## src/rtl/weight_ram_loader_pkg.sv

```systemverilog
// Shared definitions for the weight RAM loader, the weight RAM and the
// dot-product unit: matrix geometry defaults, state encoding, clog2 helper.
package weight_ram_loader_pkg;

    // Default matrix geometry shared by the weight RAM and dot-product blocks.
    localparam int DEF_NROW     = 16;
    localparam int DEF_NCOL     = 16;
    localparam int DEF_BITWIDTH = 18;

    // Loader states; the encoding is exposed on the debug port.
    typedef enum logic [1:0] {
        ST_IDLE  = 2'd0,
        ST_FILL  = 2'd1,
        ST_WRITE = 2'd2,
        ST_DONE  = 2'd3
    } state_t;

    // Ceiling log2, never below 1 so a single-entry dimension still gets a bit.
    function automatic int clog2(input int value);
        int r;
        r = 0;
        while ((1 << r) < value) begin
            r = r + 1;
        end
        if (r == 0) begin
            r = 1;
        end
        return r;
    endfunction

endpackage

```

## src/rtl/weight_ram_loader_if.sv

```systemverilog
// Weight stream and RAM column-write bus of the loader.
//
// Handshake: a weight word on dataIn is transferred on a rising clk edge
// exactly when dataValid && dataReady are both high in the cycle before that
// edge. The upstream must hold dataIn stable while dataValid is high and the
// word has not been transferred; dataReady never depends on dataValid.
// The write side has no back-pressure: wrAddress/wrColumn are meaningful only
// in a cycle where wrEnable is high.
interface weight_ram_loader_if
    import weight_ram_loader_pkg::*;
#(
    parameter int NROW          = DEF_NROW,
    parameter int BITWIDTH      = DEF_BITWIDTH,
    parameter int ADDR_BITWIDTH = clog2(DEF_NCOL)
);
    logic [BITWIDTH-1:0]      dataIn;
    logic                     dataValid;
    logic                     dataReady;
    logic                     wrEnable;
    logic [ADDR_BITWIDTH-1:0] wrAddress;
    logic [NROW*BITWIDTH-1:0] wrColumn;

    // Loader side: consumes the stream, drives the RAM write port.
    modport slave (
        input  dataIn,
        input  dataValid,
        output dataReady,
        output wrEnable,
        output wrAddress,
        output wrColumn
    );

    // Host side: produces the stream, observes the RAM write port.
    modport master (
        output dataIn,
        output dataValid,
        input  dataReady,
        input  wrEnable,
        input  wrAddress,
        input  wrColumn
    );
endinterface

```

## src/rtl/weight_column_packer.sv

```systemverilog
// Packs NROW consecutive weight words into one column vector. Row i lands in
// bits [i*BITWIDTH +: BITWIDTH]; the row counter wraps to 0 after the last row
// so the next column starts at row 0 without an explicit clear.
module weight_column_packer
    import weight_ram_loader_pkg::*;
#(
    parameter int NROW         = DEF_NROW,
    parameter int BITWIDTH     = DEF_BITWIDTH,
    parameter int ROW_BITWIDTH = clog2(NROW)
) (
    input  logic                     clk,
    input  logic                     reset,
    input  logic                     clear,
    input  logic                     beat,
    input  logic [BITWIDTH-1:0]      data_in,
    output logic [NROW*BITWIDTH-1:0] column,
    output logic                     last,
    output logic [ROW_BITWIDTH-1:0]  row_cnt
);

    localparam logic [ROW_BITWIDTH-1:0] LAST_ROW = ROW_BITWIDTH'(NROW - 1);

    logic [ROW_BITWIDTH-1:0]  row_q, row_d;
    logic [NROW*BITWIDTH-1:0] column_q, column_d;

    assign last    = (row_q == LAST_ROW);
    assign column  = column_q;
    assign row_cnt = row_q;

    // Next row index and column contents: clear wins over an accepted beat.
    always_comb begin
        row_d    = row_q;
        column_d = column_q;
        if (clear) begin
            row_d    = '0;
            column_d = '0;
        end else if (beat) begin
            column_d[row_q*BITWIDTH +: BITWIDTH] = data_in;
            row_d = last ? '0 : row_q + ROW_BITWIDTH'(1);
        end
    end

    // Row counter and column register, synchronous reset.
    always_ff @(posedge clk) begin
        if (reset) begin
            row_q    <= '0;
            column_q <= '0;
        end else begin
            row_q    <= row_d;
            column_q <= column_d;
        end
    end

endmodule

```

## src/rtl/weight_ram_loader.sv

```systemverilog
// Loads a full NROW x NCOL weight matrix into the column-addressed weight RAM.
// Words arrive column-major over a valid/ready stream; every NROW words are
// packed into a column and written with a one-cycle wrEnable strobe. All
// outputs are registered so they only move on posedge and stay stable across
// the negedge at which the RAM samples them.
module weight_ram_loader
    import weight_ram_loader_pkg::*;
#(
    parameter int NROW          = DEF_NROW,
    parameter int NCOL          = DEF_NCOL,
    parameter int BITWIDTH      = DEF_BITWIDTH,
    parameter int ADDR_BITWIDTH = clog2(NCOL),
    parameter int ROW_BITWIDTH  = clog2(NROW)
) (
    input  logic                     clk,
    input  logic                     reset,
    input  logic                     start,
    output logic                     busy,
    output logic                     done,
    output state_t                   dbg_state,
    output logic [ROW_BITWIDTH-1:0]  dbg_row_cnt,
    output logic [ADDR_BITWIDTH-1:0] dbg_col_cnt,
    weight_ram_loader_if.slave       bus
);

    localparam logic [ADDR_BITWIDTH-1:0] LAST_COL = ADDR_BITWIDTH'(NCOL - 1);

    state_t                   state_q, state_d;
    logic [ADDR_BITWIDTH-1:0] col_cnt_q, col_cnt_d;
    logic                     data_ready_q, data_ready_d;
    logic                     wr_enable_q, wr_enable_d;
    logic [ADDR_BITWIDTH-1:0] wr_address_q, wr_address_d;
    logic                     busy_q, busy_d;
    logic                     done_q, done_d;

    logic                     beat;
    logic                     clear;
    logic                     last_row;
    logic [NROW*BITWIDTH-1:0] wr_column;
    logic [ROW_BITWIDTH-1:0]  row_cnt;

    // dataReady is only ever high in FILL, so it alone qualifies a beat.
    assign beat = data_ready_q & bus.dataValid;

    weight_column_packer #(
        .NROW         (NROW),
        .BITWIDTH     (BITWIDTH),
        .ROW_BITWIDTH (ROW_BITWIDTH)
    ) u_packer (
        .clk     (clk),
        .reset   (reset),
        .clear   (clear),
        .beat    (beat),
        .data_in (bus.dataIn),
        .column  (wr_column),
        .last    (last_row),
        .row_cnt (row_cnt)
    );

    assign bus.dataReady = data_ready_q;
    assign bus.wrEnable  = wr_enable_q;
    assign bus.wrAddress = wr_address_q;
    assign bus.wrColumn  = wr_column;
    assign busy          = busy_q;
    assign done          = done_q;
    assign dbg_state     = state_q;
    assign dbg_row_cnt   = row_cnt;
    assign dbg_col_cnt   = col_cnt_q;

    // Next-state and next-output logic; each output is set for the state entered.
    always_comb begin
        state_d      = state_q;
        col_cnt_d    = col_cnt_q;
        data_ready_d = data_ready_q;
        wr_enable_d  = 1'b0;
        wr_address_d = wr_address_q;
        busy_d       = busy_q;
        done_d       = 1'b0;
        clear        = 1'b0;
        case (state_q)
            ST_IDLE: begin
                if (start) begin
                    state_d      = ST_FILL;
                    col_cnt_d    = '0;
                    data_ready_d = 1'b1;
                    busy_d       = 1'b1;
                    clear        = 1'b1;
                end
            end
            ST_FILL: begin
                if (beat && last_row) begin
                    state_d      = ST_WRITE;
                    data_ready_d = 1'b0;
                    wr_enable_d  = 1'b1;
                    wr_address_d = col_cnt_q;
                end
            end
            ST_WRITE: begin
                if (col_cnt_q == LAST_COL) begin
                    state_d = ST_DONE;
                    done_d  = 1'b1;
                end else begin
                    state_d      = ST_FILL;
                    col_cnt_d    = col_cnt_q + ADDR_BITWIDTH'(1);
                    data_ready_d = 1'b1;
                end
            end
            ST_DONE: begin
                state_d = ST_IDLE;
                busy_d  = 1'b0;
            end
            default: begin
                state_d      = ST_IDLE;
                data_ready_d = 1'b0;
                busy_d       = 1'b0;
            end
        endcase
    end

    // FSM and registered outputs; reset aborts any load without a write or done.
    always_ff @(posedge clk) begin
        if (reset) begin
            state_q      <= ST_IDLE;
            col_cnt_q    <= '0;
            data_ready_q <= 1'b0;
            wr_enable_q  <= 1'b0;
            wr_address_q <= '0;
            busy_q       <= 1'b0;
            done_q       <= 1'b0;
        end else begin
            state_q      <= state_d;
            col_cnt_q    <= col_cnt_d;
            data_ready_q <= data_ready_d;
            wr_enable_q  <= wr_enable_d;
            wr_address_q <= wr_address_d;
            busy_q       <= busy_d;
            done_q       <= done_d;
        end
    end

endmodule
```

## src/flat_wrapper.sv

```systemverilog
// flat-port wrapper written by rule: the top's interface ports become plain ports
module weight_ram_loader_flat import weight_ram_loader_pkg::*;
#(
    parameter int NROW          = DEF_NROW,
    parameter int NCOL          = DEF_NCOL,
    parameter int BITWIDTH      = DEF_BITWIDTH,
    parameter int ADDR_BITWIDTH = clog2(NCOL),
    parameter int ROW_BITWIDTH  = clog2(NROW)
)
  (clk, reset, start, busy, done, dbg_state, dbg_row_cnt, dbg_col_cnt, bus_dataIn, bus_dataValid, bus_dataReady, bus_wrEnable, bus_wrAddress, bus_wrColumn);
  weight_ram_loader_if #(.NROW(NROW), .BITWIDTH(BITWIDTH), .ADDR_BITWIDTH(ADDR_BITWIDTH)) bus_i ();
  input  logic clk;
  input  logic reset;
  input  logic start;
  output logic busy;
  output logic done;
  output state_t dbg_state;
  output logic [ROW_BITWIDTH-1:0] dbg_row_cnt;
  output logic [ADDR_BITWIDTH-1:0] dbg_col_cnt;
  input wire logic [$bits(bus_i.dataIn)-1:0] bus_dataIn;
  input wire logic [$bits(bus_i.dataValid)-1:0] bus_dataValid;
  output wire logic [$bits(bus_i.dataReady)-1:0] bus_dataReady;
  output wire logic [$bits(bus_i.wrEnable)-1:0] bus_wrEnable;
  output wire logic [$bits(bus_i.wrAddress)-1:0] bus_wrAddress;
  output wire logic [$bits(bus_i.wrColumn)-1:0] bus_wrColumn;
  assign bus_i.dataIn = bus_dataIn;
  assign bus_i.dataValid = bus_dataValid;
  assign bus_dataReady = bus_i.dataReady;
  assign bus_wrEnable = bus_i.wrEnable;
  assign bus_wrAddress = bus_i.wrAddress;
  assign bus_wrColumn = bus_i.wrColumn;
  weight_ram_loader #(.NROW(NROW), .NCOL(NCOL), .BITWIDTH(BITWIDTH), .ADDR_BITWIDTH(ADDR_BITWIDTH), .ROW_BITWIDTH(ROW_BITWIDTH)) u_core (.clk(clk), .reset(reset), .start(start), .busy(busy), .done(done), .dbg_state(dbg_state), .dbg_row_cnt(dbg_row_cnt), .dbg_col_cnt(dbg_col_cnt), .bus(bus_i));
endmodule
```

## config.mk

```make
export PLATFORM = sky130hd
export DESIGN_NAME = weight_ram_loader_flat
export DESIGN_NICKNAME = d
export VERILOG_FILES = /design/src/rtl/weight_ram_loader_pkg.sv /design/src/rtl/weight_ram_loader_if.sv /design/src/rtl/weight_column_packer.sv /design/src/rtl/weight_ram_loader.sv /design/src/flat_wrapper.sv
export SDC_FILE = /design/constraint.sdc
export NUM_CORES = 1
export LEC_CHECK = 0
export BUFFER_PORTS_ARGS = -buffer_cell sky130_fd_sc_hd__buf_2
export CORE_MARGIN = 3
export CORE_UTILIZATION = 33
export CTS_BUF_LIST = sky130_fd_sc_hd__clkbuf_4
export CTS_CLUSTER_DIAMETER = 80
export CTS_CLUSTER_SIZE = 8
export DETAILED_ROUTE_END_ITERATION = 6
export HOLD_SLACK_MARGIN = 0.02
export SLEW_MARGIN = 20
export SYNTH_ARGS = -nofsm -noshare
export SYNTH_HDL_FRONTEND = slang
export SYNTH_SLANG_ARGS = --single-unit
```

## constraint.sdc

```tcl
create_clock -name clk -period 14.2 [get_ports clk]
set_clock_uncertainty 0.2 [all_clocks]
set_input_delay 2.84 -clock clk [delete_from_list [all_inputs] [get_ports clk]]
set_output_delay 2.84 -clock clk [all_outputs]
set_load 0.02 [all_outputs]
```

# [After elaboration in Yosys (flattened, before gate mapping)]
# Index checks and enable logic that the tools add are counted.
[classes] bitwise=3 reduce_logical=13 eq_ne=8 muxes=18 addsub=3 shift=2 mul=1
[op_table] operator="288-bit bitwise mux" count=1
[op_table] operator="18-bit by 34-bit variable shift with 288-bit output, first input constant" count=1
[op_table] operator="18-bit by 34-bit indexed part select with 288-bit output" count=1
[op_table] operator="9-bit negator with 34-bit output" count=1
[op_table] operator="4-bit 2-to-1 mux" count=3
[op_table] operator="4-bit by 1-bit adder with 4-bit output, second input constant" count=2
[op_table] operator="4-bit equality test, second input constant" count=2
[op_table] operator="4-bit by 4-bit multiplier with 8-bit output, second input constant" count=1
[op_table] operator="2-bit one-hot mux with 4 select lines" count=1
[op_table] operator="4-bit one-hot mux with 2 select lines" count=1
[op_table] operator="1-bit 2-to-1 mux" count=7
[op_table] operator="2-bit 2-to-1 mux" count=3
[op_table] operator="2-bit AND reduction" count=3
[op_table] operator="2-bit OR reduction" count=3
[op_table] operator="2-bit equality test, second input constant" count=2
[op_table] operator="2-bit inequality test, second input constant" count=2
[op_table] operator="4-bit AND reduction" count=1
[op_table] operator="2-bit nonzero test" count=2
[op_table] operator="1-bit one-hot mux with 3 select lines" count=1
[op_table] operator="3-bit AND reduction" count=1
[op_table] operator="3-bit nonzero test" count=1
[op_table] operator="2-bit by 1-bit equality test with 1-bit output, second input constant" count=1
[op_table] operator="2-bit logical NOT" count=1
[op_table] operator="2-bit by 1-bit inequality test with 1-bit output, second input constant" count=1
[op_table] operator="other kinds (4)" count=5
[totals] reg_bits=306 in_bits=22

# [Longest topological paths before layout]
[depth] depth_word=4 depth_mapped=17 mapped_depth_nobuf=13

# [Modules after synthesis]
# A second synthesis with hierarchy kept.
[hier_totals] cells_unflattened=1791 hier_area_um2=15454.8
[by_module_without_submodules] module="weight_column_packer" n_inst=1 area_per_inst_um2=14821.7 cells_each=1719 seq_area_each_um2=5845.6
[by_module_without_submodules] module="weight_ram_loader" n_inst=1 area_per_inst_um2=633.1 cells_each=72 seq_area_each_um2=280.3

# [Least setup slack after synthesis]
# Ideal clock, no wire load.
[synth_path] path_kind="input port to flip-flop" start="input bus_dataValid" end="register u_core.u_packer.column_q[136] (netlist: u_core.u_packer.column[136])" path_stages=7 setup_slack_ns=9.360 arrival_ns=4.523 required_ns=13.884 cell_sequence="and3_1 > buf_1 > o211ai_1 > nor4_1 > a32oi_1 > or4_1 > o211a_1"
[synth_between] elab_chain_len=1
[synth_lines] element="start, declared" line="flat_wrapper.sv:21" text="input wire logic [$bits(bus_i.dataValid)-1:0] bus_dataValid;"
[synth_lines] element="1-bit AND" line="weight_ram_loader.sv:43" text="assign beat = data_ready_q & bus.dataValid;"
[synth_lines] element="end signal, assigned" line="weight_column_packer.sv:50" text="column_q <= column_d;"
[synth_lines] element="end, declared" line="weight_column_packer.sv:24" text="logic [NROW*BITWIDTH-1:0] column_q, column_d;"
# No other way between the ends.
# A chain may end at the register's enable or synchronous reset.

# [Worst setup path after layout]
[layout_path] start="register u_core.u_packer.row_q[1] (netlist: u_core.u_packer.row_cnt[1])" end="register u_core.u_packer.column_q[131] (netlist: u_core.u_packer.column[131])"
[layout_between] elab_chain_len=4 elab_cells_between_ends=5 cone_classes="add/sub (1); mul (1); shift (2); mux (1)"
[layout_lines] element="start, declared" line="weight_column_packer.sv:23" text="logic [ROW_BITWIDTH-1:0] row_q, row_d;"
[layout_lines] element="start signal, assigned" line="weight_column_packer.sv:49" text="row_q <= row_d;"
[layout_lines] element="4-bit by 4-bit multiplier with 8-bit output (*)" line="weight_column_packer.sv:38" text="column_d[row_q*BITWIDTH +: BITWIDTH] = data_in;"
[layout_lines] element="9-bit negator with 34-bit output (*)" line="weight_column_packer.sv:38"
[layout_lines] element="18-bit by 34-bit indexed part select with 288-bit output or 18-bit by 34-bit variable shift with 288-bit output (tied branches)" line="weight_column_packer.sv:38"
[layout_lines] element="288-bit bitwise mux (*)" line="weight_column_packer.sv:38"
# Mark *: on every way between the ends. The rest lies on a longest branch, timed or not.

==> out/summary.json <==
{
  "drt_wl_total_um": 68200,
  "hold_viol": 0,
  "detail_route.first_pass.iterations": 5,
  "min_from": "u_core.u_packer.column[269]",
  "sequentialPowerShare": 0.567,
  "drt-wirelength-per-cell_um": 25.4,
  "cts.clk_slew.worst_paths_ps": 110,
  "timing.max_cap.violations": 0,
  "critical_path_arrival_ps": 7820,
  "total_number_of_h_tree_levels": 2,
  "setup.reg_to_reg.worst_slack_ps": 6860,
  "dpl.hpwl_um": 48800,
  "combinationalPowerShare": 0.122,
  "die-area_um2": 49600,
  "synthesis.area_per_instance_um2": 8.56,
  "synth_nets": 1838,
  "cellPowerDensity_nw_per_um2": 84.1,
  "port-buffer-count": 327,
  "hold_path_class": "flip-flop to flip-flop",
  "fin_cells": 2691,
  "max-clock-path-buffers": 3,
  "switching_share": 0.304,
  "cellInternalPower_w": 0.00106,
  "routed_via_density": 5.93,
  "antenna_violating_nets_post_route": 0,
  "yosys_warnings": 0,
  "yosys_most_used_dff": "sky130_fd_sc_hd__dfxtp_1",
  "power.share.clock": 0.311,
  "drt_first_iter_violations": 1727,
  "clk_root_buffer_cell": "sky130_fd_sc_hd__clkbuf_4",
  "n_fill_cell": 4712,
  "hold_path_end": "u_core.u_packer.column[269]",
  "initial_core_util": 0.338,
  "timing.max_slew.rel_slack": 0.233,
  "die_height_um": 223,
  "finalWorstPathRequiredPeriod_ps": 7340,
  "maxClockFrequency_ghz": 0.136,
  "numCtsBuffers": 45,
  "synthDistinctLibCells": 82,
  "first_global_vias": 15500,
  "worst_r2r_path_depth": 12,
  "gr_util_all_layers": 0.261,
  "dieWidth_um": 223,
  "postCtsSetupRepairBufs": 0,
  "timing.critical_path.fanout_max": 25,
  "async_flop_share": 0,
  "tns_ps": 0,
  "syn_to_final_growth_pct": 16.8,
  "drive_gt1_frac": 0.236,
  "grt_antenna_before_repair": 1,
  "synth_enable_flop_cells": 0,
  "design.core.area_um2": 45900,
  "grt_setup_unrepaired": "false",
  "reg2reg_to": "u_core.u_packer.column[131]",
  "nNetsFinal": 2115,
  "total_of_cells_resized_after_clock_tree_synthesis": 0,
  "grt-ovfl-total": 0,
  "dr_total_vias": 16000,
  "p_switching_w": 0.000462,
  "rows": 78,
  "run_status": "complete, no violations",
  "ys_ff_latch": 306,
  "io_pins": 328,
  "dp.cells": 2639,
  "gp_congestion": 0.989,
  "postSynthCellCount": 1809,
  "peakVddDrop_mv": 0.0681,
  "clock_sink_total": 306,
  "timing.critical_path.from_type": "flip-flop",
  "clk_latency_ps": 810,
  "holdBufCountCts": 0,
  "post_layout_util": 0.394,
  "worst_pin_slew_ps": 1140,
  "power.leakage_nw": 7.28,
  "synthesis.area_um2": 15500,
  "fin_crit_sh": 0.517,
  "clock_tree_from_tritoncts": "done",
  "min_delay_path_depth": 2,
  "whs_ps": 256,
  "sequential_area_share_after_synthesis": 0.396,
  "layout_setup_ws_ps": 6860,
  "grt_max_degree": 89,
  "r2r-start": "u_core.u_packer.row_cnt[1]",
  "critical_path_required_ps": 14690,
  "final-max-slew-violation-count": 0,
  "critical_path_class": "flip-flop to flip-flop",
  "setup-violations-final": 0,
  "end_kind": "flip-flop",
  "first_pass_grt_wire_length_um": 99400,
  "pre_cts_ws_ps": 7220,
  "drc": 0
}
[through the flow]
stage	power, W	cell area (um2)
finish	0.00152	18100
global route	0.00158	18100
CTS	0.00153	18100
detailed placement	0.00106	17700
global placement	0.00106	17700
floorplan	0.000998	15500
[layout make-up]
cell class              count  area, um2  share of cell area
repair buffers            368       1940               0.107
clock inverters             4       32.5             0.00180
well taps                 600        751              0.0415
multi-input cells        1353       8840               0.488
inverters                  12       45.0             0.00249
flip-flops and latches    306       6130               0.339
clock buffers              47        353              0.0195
diodes                      1       2.50            0.000138
[layer usage]
metal  share of wire  vias to the layer above  track usage
li1                -                     7228            -
met2            0.43                      864        0.395
met1            0.41                     7645        0.331
met3           0.096                      219       0.0766
met5               0                        -            0
met4           0.063                        0        0.148
[critical path: stages (launching register included)]
cell	delay (ps)
sky130_fd_sc_hd__dfxtp_1	730
sky130_fd_sc_hd__ha_1	290
sky130_fd_sc_hd__ha_1	400
sky130_fd_sc_hd__nor4_1	780
sky130_fd_sc_hd__nand3_1	890
sky130_fd_sc_hd__inv_2	620
sky130_fd_sc_hd__ha_1	680
sky130_fd_sc_hd__clkinv_1	530
sky130_fd_sc_hd__a211o_1	410
sky130_fd_sc_hd__a211o_1	630
sky130_fd_sc_hd__or2_1	510
sky130_fd_sc_hd__o22a_1	270
sky130_fd_sc_hd__a211oi_1	250
[logic make-up after synthesis]
kind of cell / synth area share
multiplexers: 0.157
XOR/XNOR: 0.00622
AND/OR/NAND/NOR: 0.210
adder cells (fa/ha/maj): 0.00565
flip-flops: 0.396
buffers and inverters: 0.0397
AO/OA/AOI/OAI: 0.186
[worst max-delay path by stage]
stage / slack, ps / cells past startpoint / from / end
floorplan: 9360 / 7 / bus_dataValid / u_core.u_packer.column[136]
global placement: 7530 / 12 / u_core.u_packer.row_cnt[1] / u_core.u_packer.column[151]
detailed placement: 7220 / 12 / u_core.u_packer.row_cnt[1] / u_core.u_packer.column[131]
CTS: 7100 / 12 / u_core.u_packer.row_cnt[1] / u_core.u_packer.column[131]
global route: 6440 / 12 / u_core.u_packer.row_cnt[1] / u_core.u_packer.column[150]
finish: 6860 / 12 / u_core.u_packer.row_cnt[1] / u_core.u_packer.column[131]
[registers in the layout, indices dropped and copies added (netlist names)]
signal / count
u_core.u_packer.column: 288
u_core.bus.wrAddress: 4
u_core.dbg_col_cnt: 4
u_core.u_packer.row_cnt: 4
u_core.dbg_state: 2
u_core.bus.dataReady: 1
u_core.bus.wrEnable: 1
u_core.busy: 1
u_core.done: 1
[Yosys cell counts (11+ instances only)]
cell type,number,share of area
sky130_fd_sc_hd__o31ai_1,16,0.0078
sky130_fd_sc_hd__buf_1,14,0.0034
sky130_fd_sc_hd__or3_1,21,0.0085
sky130_fd_sc_hd__o21ai_0,60,0.019
sky130_fd_sc_hd__o32ai_1,14,0.0079
sky130_fd_sc_hd__o2111ai_1,13,0.0074
sky130_fd_sc_hd__clkbuf_1,88,0.021
sky130_fd_sc_hd__o211a_1,14,0.0090
sky130_fd_sc_hd__a31oi_1,11,0.0044
sky130_fd_sc_hd__nor4_1,12,0.0048
sky130_fd_sc_hd__a21oi_1,95,0.031
sky130_fd_sc_hd__and3_1,11,0.0044
sky130_fd_sc_hd__nor2_1,210,0.051
sky130_fd_sc_hd__dfxtp_1,306,0.40
sky130_fd_sc_hd__nand4_1,16,0.0065
sky130_fd_sc_hd__nand2_1,176,0.043
sky130_fd_sc_hd__buf_2,35,0.011
sky130_fd_sc_hd__nor2b_1,11,0.0044
sky130_fd_sc_hd__o211ai_1,18,0.0087
sky130_fd_sc_hd__mux2i_1,198,0.13
sky130_fd_sc_hd__a211oi_1,27,0.013
sky130_fd_sc_hd__mux4_2,12,0.017
sky130_fd_sc_hd__nor3_1,90,0.029
sky130_fd_sc_hd__mux2_2,16,0.012
sky130_fd_sc_hd__o22ai_1,38,0.015
sky130_fd_sc_hd__nand3_1,106,0.034
[layout by cell type, fill, tap and decap left out, types with 7 or more instances in the layout]
master / instances
sky130_fd_sc_hd__and3_1: 11
sky130_fd_sc_hd__a21o_1: 9
sky130_fd_sc_hd__o22a_1: 8
sky130_fd_sc_hd__nand2_1: 176
sky130_fd_sc_hd__o2111ai_1: 13
sky130_fd_sc_hd__o211a_1: 14
sky130_fd_sc_hd__a311oi_1: 10
sky130_fd_sc_hd__nand3_1: 106
sky130_fd_sc_hd__o21ai_0: 60
sky130_fd_sc_hd__a31oi_1: 10
sky130_fd_sc_hd__nor3_1: 90
sky130_fd_sc_hd__o32ai_1: 14
sky130_fd_sc_hd__buf_4: 41
sky130_fd_sc_hd__mux2_2: 16
sky130_fd_sc_hd__o211ai_1: 18
sky130_fd_sc_hd__nor4_1: 12
sky130_fd_sc_hd__a211o_1: 7
sky130_fd_sc_hd__o221ai_1: 10
sky130_fd_sc_hd__nand4_1: 16
sky130_fd_sc_hd__or3_1: 21
sky130_fd_sc_hd__and2_1: 8
sky130_fd_sc_hd__nor2b_1: 11
sky130_fd_sc_hd__or4_1: 9
sky130_fd_sc_hd__dfxtp_1: 305
sky130_fd_sc_hd__inv_1: 10
sky130_fd_sc_hd__nor2_1: 208
sky130_fd_sc_hd__o31ai_1: 16
sky130_fd_sc_hd__buf_2: 327
sky130_fd_sc_hd__mux4_2: 12
sky130_fd_sc_hd__clkbuf_4: 47
sky130_fd_sc_hd__o22ai_1: 38
sky130_fd_sc_hd__ha_1: 7
sky130_fd_sc_hd__a211oi_1: 26
sky130_fd_sc_hd__mux2i_1: 197
sky130_fd_sc_hd__a21oi_1: 94
[power groups by stage]
stage / logic, W / registers, W / clock network (W)
3_5_place_dp: 0.000179 / 0.000882 / 0
4_1_cts: 0.000179 / 0.000862 / 0.000488
6_report: 0.000186 / 0.000862 / 0.000473
2_1_floorplan: 0.000113 / 0.000885 / 0
5_1_grt: 0.000194 / 0.000863 / 0.000521
3_3_place_gp: 0.000178 / 0.000882 / 0
No activity file was read; power rests on OpenSTA's default activity.
